### src/rtl/lsu_wb_pkg.sv
// ============================================================================
// Module : lsu_wb_pkg
// Brief  : Shared writeback micro-op layout and register-type encodings.
// Rev    : 1.0
// ============================================================================
`default_nettype none

package lsu_wb_pkg;

    localparam int WB_UOP_W = 16;

    localparam logic [1:0] RT_FIX = 2'd0;
    localparam logic [1:0] RT_FLT = 2'd1;
    localparam logic [1:0] RT_X   = 2'd2;

    // Declared MSB-first so rob_idx lands in bits [6:0].
    typedef struct packed {
        logic [1:0] dst_rtype;
        logic [6:0] pdst;
        logic [6:0] rob_idx;
    } wb_uop_t;

endpackage : lsu_wb_pkg

`default_nettype wire

### src/rtl/wb_pipe_reg.sv
// ============================================================================
// Module : wb_pipe_reg
// Brief  : Single-entry valid/ready pipeline register with full throughput.
// Rev    : 1.0
// ============================================================================
`default_nettype none

module wb_pipe_reg #(
    parameter int W = 8
) (
    input  logic         clk_i,
    input  logic         rst_i,
    input  logic         load_i,
    input  logic [W-1:0] bits_i,
    input  logic         ready_i,
    output logic         cap_o,
    output logic         valid_o,
    output logic [W-1:0] bits_o
);

    logic         valid_q, valid_d;
    logic [W-1:0] bits_q,  bits_d;

    // Capacity includes the drain happening this cycle, so a new beat can
    // replace the departing one without a bubble.
    assign cap_o = !valid_q || ready_i;

    always_comb begin
        valid_d = valid_q;
        bits_d  = bits_q;
        if (load_i) begin
            valid_d = 1'b1;
            bits_d  = bits_i;
        end else if (ready_i) begin
            valid_d = 1'b0;
        end
    end

    always_ff @(posedge clk_i) begin
        if (rst_i) begin
            valid_q <= 1'b0;
            bits_q  <= '0;
        end else begin
            valid_q <= valid_d;
            bits_q  <= bits_d;
        end
    end

    assign valid_o = valid_q;
    assign bits_o  = bits_q;

endmodule : wb_pipe_reg

`default_nettype wire

### src/rtl/lsu_wb_scheduler.sv
// ============================================================================
// Module : lsu_wb_scheduler
// Brief  : Arbitrates two LSU writeback sources onto one registered regfile
//          writeback port, with starvation override for port 1.
// Rev    : 1.0
// ============================================================================
`default_nettype none

module lsu_wb_scheduler
    import lsu_wb_pkg::*;
#(
    parameter int STARVE_LIMIT = 4,
    parameter int DATA_W       = 64
) (
    input  logic                clock,
    input  logic                reset,
    input  logic                io_in_0_valid,
    output logic                io_in_0_ready,
    input  logic [WB_UOP_W-1:0] io_in_0_bits_uop,
    input  logic [DATA_W-1:0]   io_in_0_bits_data,
    input  logic                io_in_1_valid,
    output logic                io_in_1_ready,
    input  logic [WB_UOP_W-1:0] io_in_1_bits_uop,
    input  logic [DATA_W-1:0]   io_in_1_bits_data,
    input  logic                io_in_1_bits_predicated,
    output logic                io_out_valid,
    input  logic                io_out_ready,
    output logic [WB_UOP_W-1:0] io_out_bits_uop,
    output logic [DATA_W-1:0]   io_out_bits_data,
    output logic                io_out_bits_predicated,
    output logic                io_starve_active
);

    localparam int C_CNT_W  = (STARVE_LIMIT > 0) ? $clog2(STARVE_LIMIT + 1) : 1;
    localparam int C_BEAT_W = WB_UOP_W + DATA_W + 1;

    logic [C_CNT_W-1:0]  wait_cnt_q, wait_cnt_d;
    logic                w_ovr;
    logic                w_cap;
    logic                w_sel1;
    logic                w_fire0, w_fire1;
    logic                w_load;
    wb_uop_t             w_sel_uop;
    logic [DATA_W-1:0]   w_sel_data;
    logic                w_sel_pred;
    logic [C_BEAT_W-1:0] w_beat_in, w_beat_out;

    generate
        if (STARVE_LIMIT != 0) begin : g_starve
            assign w_ovr = (wait_cnt_q == C_CNT_W'(STARVE_LIMIT));
        end else begin : g_no_starve
            assign w_ovr = 1'b0;
        end
    endgenerate

    // Readies are functions of the other port's valid only, never their own.
    assign io_in_0_ready = w_cap && !(w_ovr && io_in_1_valid);
    assign io_in_1_ready = w_cap && (!io_in_0_valid || w_ovr);

    assign w_fire0 = io_in_0_valid && io_in_0_ready;
    assign w_fire1 = io_in_1_valid && io_in_1_ready;
    assign w_load  = w_fire0 || w_fire1;

    assign w_sel1     = io_in_1_valid && (!io_in_0_valid || w_ovr);
    assign w_sel_uop  = w_sel1 ? wb_uop_t'(io_in_1_bits_uop) : wb_uop_t'(io_in_0_bits_uop);
    assign w_sel_data = w_sel1 ? io_in_1_bits_data : io_in_0_bits_data;
    assign w_sel_pred = w_sel1 && io_in_1_bits_predicated;
    assign w_beat_in  = {w_sel_uop, w_sel_data, w_sel_pred};

    // Keeps counting through output stalls so the override fires the moment
    // capacity returns.
    always_comb begin
        wait_cnt_d = wait_cnt_q;
        if (w_fire1 || !io_in_1_valid) begin
            wait_cnt_d = '0;
        end else if (wait_cnt_q < C_CNT_W'(STARVE_LIMIT)) begin
            wait_cnt_d = wait_cnt_q + 1'b1;
        end
    end

    always_ff @(posedge clock) begin
        if (reset) begin
            wait_cnt_q <= '0;
        end else begin
            wait_cnt_q <= wait_cnt_d;
        end
    end

    wb_pipe_reg #(
        .W (C_BEAT_W)
    ) u_out_stage (
        .clk_i   (clock),
        .rst_i   (reset),
        .load_i  (w_load),
        .bits_i  (w_beat_in),
        .ready_i (io_out_ready),
        .cap_o   (w_cap),
        .valid_o (io_out_valid),
        .bits_o  (w_beat_out)
    );

    assign {io_out_bits_uop, io_out_bits_data, io_out_bits_predicated} = w_beat_out;
    assign io_starve_active = w_ovr && io_in_1_valid;

    a_single_fire : assert property (@(posedge clock) disable iff (reset)
        !(w_fire0 && w_fire1));

    a_stall_stable : assert property (@(posedge clock) disable iff (reset)
        (io_out_valid && !io_out_ready) |=> $stable(w_beat_out));

endmodule : lsu_wb_scheduler

`default_nettype wire

### config.mk
export PLATFORM = sky130hd
export DESIGN_NAME = lsu_wb_scheduler
export DESIGN_NICKNAME = d
export VERILOG_FILES = /design/src/rtl/lsu_wb_pkg.sv /design/src/rtl/wb_pipe_reg.sv /design/src/rtl/lsu_wb_scheduler.sv
export SDC_FILE = /design/constraint.sdc
export NUM_CORES = 1
export LEC_CHECK = 0
export BUFFER_PORTS_ARGS = -buffer_cell sky130_fd_sc_hd__buf_2
export CORE_MARGIN = 5
export CORE_UTILIZATION = 50
export CTS_BUF_LIST = sky130_fd_sc_hd__clkbuf_8
export CTS_CLUSTER_DIAMETER = 150
export DETAILED_ROUTE_END_ITERATION = 6
export PLACE_DENSITY_LB_ADDON = 0.12
export REMOVE_ABC_BUFFERS = 1
export SYNTH_ARGS = -nofsm -noshare
export SYNTH_HDL_FRONTEND = slang
export SYNTH_SLANG_ARGS = --single-unit
### constraint.sdc
create_clock -name clock -period 3.28 [get_ports clock]
set_input_delay 0.164 -clock clock [delete_from_list [all_inputs] [get_ports clock]]
set_output_delay 0.164 -clock clock [all_outputs]
set_load 0.05 [all_outputs]
# == After elaboration in Yosys (flattened, before gate mapping) ==
# Index checks and enable logic that the tools add are counted.
# word_totals
register_bits,85
output_inout_bits,85
# classes
add_sub_neg,1
magnitude_cmp,1
eq_ne,1
n_mux,4
reduce_logical,17
# ops
operator,count
64-bit two-way mux,1
16-bit two-way mux,1
1-bit logical AND,7
1-bit logical NOT,4
1-bit logical OR,4
"3-bit by 1-bit adder with 3-bit output, second input constant",1
"3-bit equality test, second input constant",1
"3-bit less-than comparator, second input constant",1
1-bit two-way mux,2
2-bit nonzero test,1
2-bit OR reduction,1

# == Longest topological paths before layout ==
# logic_depth
ltp_word,7
mapped_depth,7
mapped_depth_nobuf,5

# == Cells and area by module ==
# A second synthesis with hierarchy kept.
# hier_totals
cells_unflattened,377
area_unflattened_um2,4563.1
# by_module_without_submodules
module,n_inst,cells_each,area_each_um2,seq_area_each_um2
wb_pipe_reg,1,265,2987.9,1641.6
lsu_wb_scheduler,1,112,1575.3,60.1

# == Worst setup path after synthesis ==
# Ideal clock, no wire load.
# synth_timing
kind,register to output
startpoint,register u_out_stage.valid_q (netlist: u_out_stage.valid_o)
endpoint,output port io_in_1_ready
arrival_time_ns,1.806
required_time_ns,3.116
slack_ns,1.310
path_stages_with_launch,6
path_buffers,3
path_cell_list,dfxtp_1 -> nor2b_1 -> buf_4 -> buf_4 -> buf_2 -> nor2_1
# synth_between
elab_chain_cells,3
# synth_rtl
item,line_no,text
"start, declared",wb_pipe_reg.sv:21,"logic valid_q, valid_d;"
"start signal, assigned",wb_pipe_reg.sv:44,valid_q <= valid_d;
1-bit logical NOT,wb_pipe_reg.sv:26,assign cap_o = !valid_q || ready_i;
1-bit logical OR,wb_pipe_reg.sv:26,
1-bit logical AND,lsu_wb_scheduler.sv:58,assign io_in_1_ready = w_cap && (!io_in_0_valid || w_ovr);
"end, declared",lsu_wb_scheduler.sv:22,"output logic io_in_1_ready,"
# No other way between the ends.

# == Worst setup path after layout ==
# layout_timing
startpoint,register wait_cnt_q[0]
endpoint,register u_out_stage.bits_q[20] (netlist: u_out_stage.bits_o[20])
# layout_between
elab_chain_cells,6
word_cells_on_any_way,11
# layout_rtl
item,line_no,text
"start, declared",lsu_wb_scheduler.sv:37,"logic [C_CNT_W-1:0] wait_cnt_q, wait_cnt_d;"
"start signal, assigned",lsu_wb_scheduler.sv:85,wait_cnt_q <= wait_cnt_d;
3-bit equality test *,lsu_wb_scheduler.sv:50,assign w_ovr = (wait_cnt_q == C_CNT_W'(STARVE_LIMIT));
1-bit logical AND,lsu_wb_scheduler.sv:57,assign io_in_0_ready = w_cap && !(w_ovr && io_in_1_valid);
1-bit logical NOT,lsu_wb_scheduler.sv:57,
1-bit logical AND,lsu_wb_scheduler.sv:57,
1-bit logical AND,lsu_wb_scheduler.sv:60,assign w_fire0 = io_in_0_valid && io_in_0_ready;
1-bit logical OR,lsu_wb_scheduler.sv:62,assign w_load = w_fire0 || w_fire1;
"end signal, assigned",wb_pipe_reg.sv:45,bits_q <= bits_d;
"end, declared",wb_pipe_reg.sv:22,"logic [W-1:0] bits_q, bits_d;"
# Every way passes the cells marked *; elsewhere a longest branch is shown, timed or not.
# A chain may end at the register's enable or synchronous reset.

==> results.ini <==
[setup_path]
cp.arrival_ns=2.77
crit_type=register to register
cp-end-kind=register
crit_fanout=54
cp_data_required_time_ns=3.52
start_kind=register

[global_routing]
grt_max_degree=122
grt_overflow_total=0
grt_pass1_wl_um=26280
grt_antenna_before_repair=0
gr-usage-all-layers=0.2784
grt_pass1_vias=5146

[die]
die_x_um=106.4
die_h_um=106.4
start_util=0.5077
fp-row-count=35
die_area_sq_mm=0.01132
core_sq_mm=0.009153
pin_count=251

[cells_and_area]
drive_above_1_share=0.4028
nets=874
ff_latch_area_sq_mm=0.001702
num_antenna_cells=0
stdcell_count=821
multi_input_area_sq_mm=0.002517
nFillCells=838
final_cell_mix=buf_2 (249), dfxtp_1 (85), a21oi_1 (82)
fin_util=0.6567
area_delta_synth_final_pct=29.35
final_common_cell=buf_2

[logic_synthesis]
ys_warn_count=0
synth_area_per_cell_sq_um=8.954
synth_area_leaders=dfxtp_1 (37%), nor4b_1 (15%), nor4_1 (11%)
synth_seq_area_share=0.3662
yosysTopAreaCellShare=0.3662
syn-cell-area_sq_mm=0.004647
synth_area_leader_cell=dfxtp_1
synth_seq_cells=85
synth.distinct_cells=26
syn_inst=519

[sta]
slew_viol_final=0
slew_headroom=0.3122
hold_viol_final=0
post-route-period-util=0.7708
rsz0062_at_grt=no
fmaxAchievable_mhz=395.6
fin_skew_ns=0.01482
worst_pin_slew_ns=1.032
setup_viol=0
post-route-min-period_ns=2.528
setup_ws_ns=0.7519

[pwr]
netSwitchingPower_mw=1.076
irDropWorstVdd_v=0.0002863
power_frac_comb=0.311
power_leakage_nw=2.428
power.switching_fraction=0.3611
p_clk_frac=0.293
pwr-share-seq=0.396
power.density_cell_area_mw_per_mm2=495.6
intPower_mw=1.903

[route]
vias_per_cell=6.579
antenna_left=0
routed-via-count=5401
drt-pass1-iter-count=5
drt_iter0_markers=395
drc_errors=0
drt_wl_total_um=16720
wl_per_cell_um=20.36

[clock_network]
clkSinkCount=85
cts_resized=0
cts_root_buffer=clkbuf_8
post-cts-setup-buffer-count=0
clkTransAtPathRegs_ns=0.09
cts_tree=done
clk_latency_ns=0.34
htreeDepth=3
clockBufferDepth=2
cts_buffers=9
hold_buffers=0

[place]
io_buffers=250
pre_cts_ws_ns=0.8154
placed_cells=806
place.gp.congestion=0.8125
dp_hpwl_um=10940

[run]
cap_violations=0

[min_path]
min_path_type=input pin to register

[run_status]
status=completed

## cell type report
class / count / area share
multi-input combinational: 343 / 0.4188
sequential: 85 / 0.2831
timing repair buffer: 265 / 0.2356
tap: 111 / 0.02311
clock buffer: 9 / 0.02061
clock inverter: 6 / 0.01749
inverter: 2 / 0.001249
## sequential cells by signal, summed over array words and instances, names as in the netlist
register	flops
u_out_stage.valid_o	1
u_out_stage.bits_o	81
wait_cnt_q	3
## critical path, cell delays in order, from the launching register on
cell	delay, ns
dfxtp_1	0.33
inv_1	0.06
ha_1	0.23
a21bo_2	0.85
buf_4	0.45
a2111oi_0	0.16
nor4_1	0.35
## per-layer routing
metal  track usage  share of wire
met5             0              0
met1        0.3700           0.41
met4       0.09991          0.026
met3       0.07407           0.10
met2        0.4339           0.46
## power by group through the flow
stage / logic [mW] / registers (mW) / clock network, mW
after CTS: 0.926 / 1.18 / 0.879
after detailed placement: 0.923 / 1.20 / 0
after floorplan: 0.257 / 1.53 / 0
after global placement: 0.913 / 1.20 / 0
after global routing: 0.983 / 1.19 / 0.933
final: 0.928 / 1.18 / 0.871
## metrics by stage
stage	power (mW)	area, sq um	hold WS [ns]	setup TNS [ns]
3_5_place_dp	2.124	5782	0.4386	0
6_report	2.979	6011	0.09240	0
3_3_place_gp	2.112	5782	0.4337	0
5_1_grt	3.106	6011	0.1043	0
4_1_cts	2.983	6011	0.07677	0
2_1_floorplan	1.786	4200	0.2331	-281.80
## path summary, 6_finish.rpt
path                                start                     end  slack, ns  cells past startpoint
setup / recovery            wait_cnt_q[0]  u_out_stage.bits_o[20]       0.75                      6
hold / removal    io_in_1_bits_predicated   u_out_stage.bits_o[0]       0.09                      3
setup reg to reg            wait_cnt_q[0]  u_out_stage.bits_o[20]       0.75                      6
hold reg to reg     u_out_stage.bits_o[0]   u_out_stage.bits_o[0]       0.49                      2
## cells in the mapped netlist
master     number
dfxtp_1        85
a21oi_1        82
nor4_1         80
nor4b_1        80
a2111oi_0      55
clkbuf_1       48
buf_2          29
a2111oi_1      23
buf_6           9
nor2_1          6
a2111oi_2       2
buf_4           2
ha_1            2
inv_1           2
nor2b_1         2
o21ai_0         2
a21bo_1         1
a21boi_0        1
and3_1          1
clkbuf_2        1
mux2i_1         1
nand2b_1        1
nand4_1         1
nor2_2          1
or2_2           1
xor2_1          1
## logic make-up (layout without fill, tap and decap cells)
group | after synthesis | count (layout) | share of synthesized area
simple gates | 173 | 173 | 0.2728
fa+ha+maj | 2 | 2 | 0.005384
buf+inv | 91 | 282 | 0.09774
compound gates | 166 | 166 | 0.2539
mux | 1 | 1 | 0.002154
xor+xnor | 1 | 1 | 0.001885
flops | 85 | 85 | 0.3662
Power figures use the tool's default switching activity.
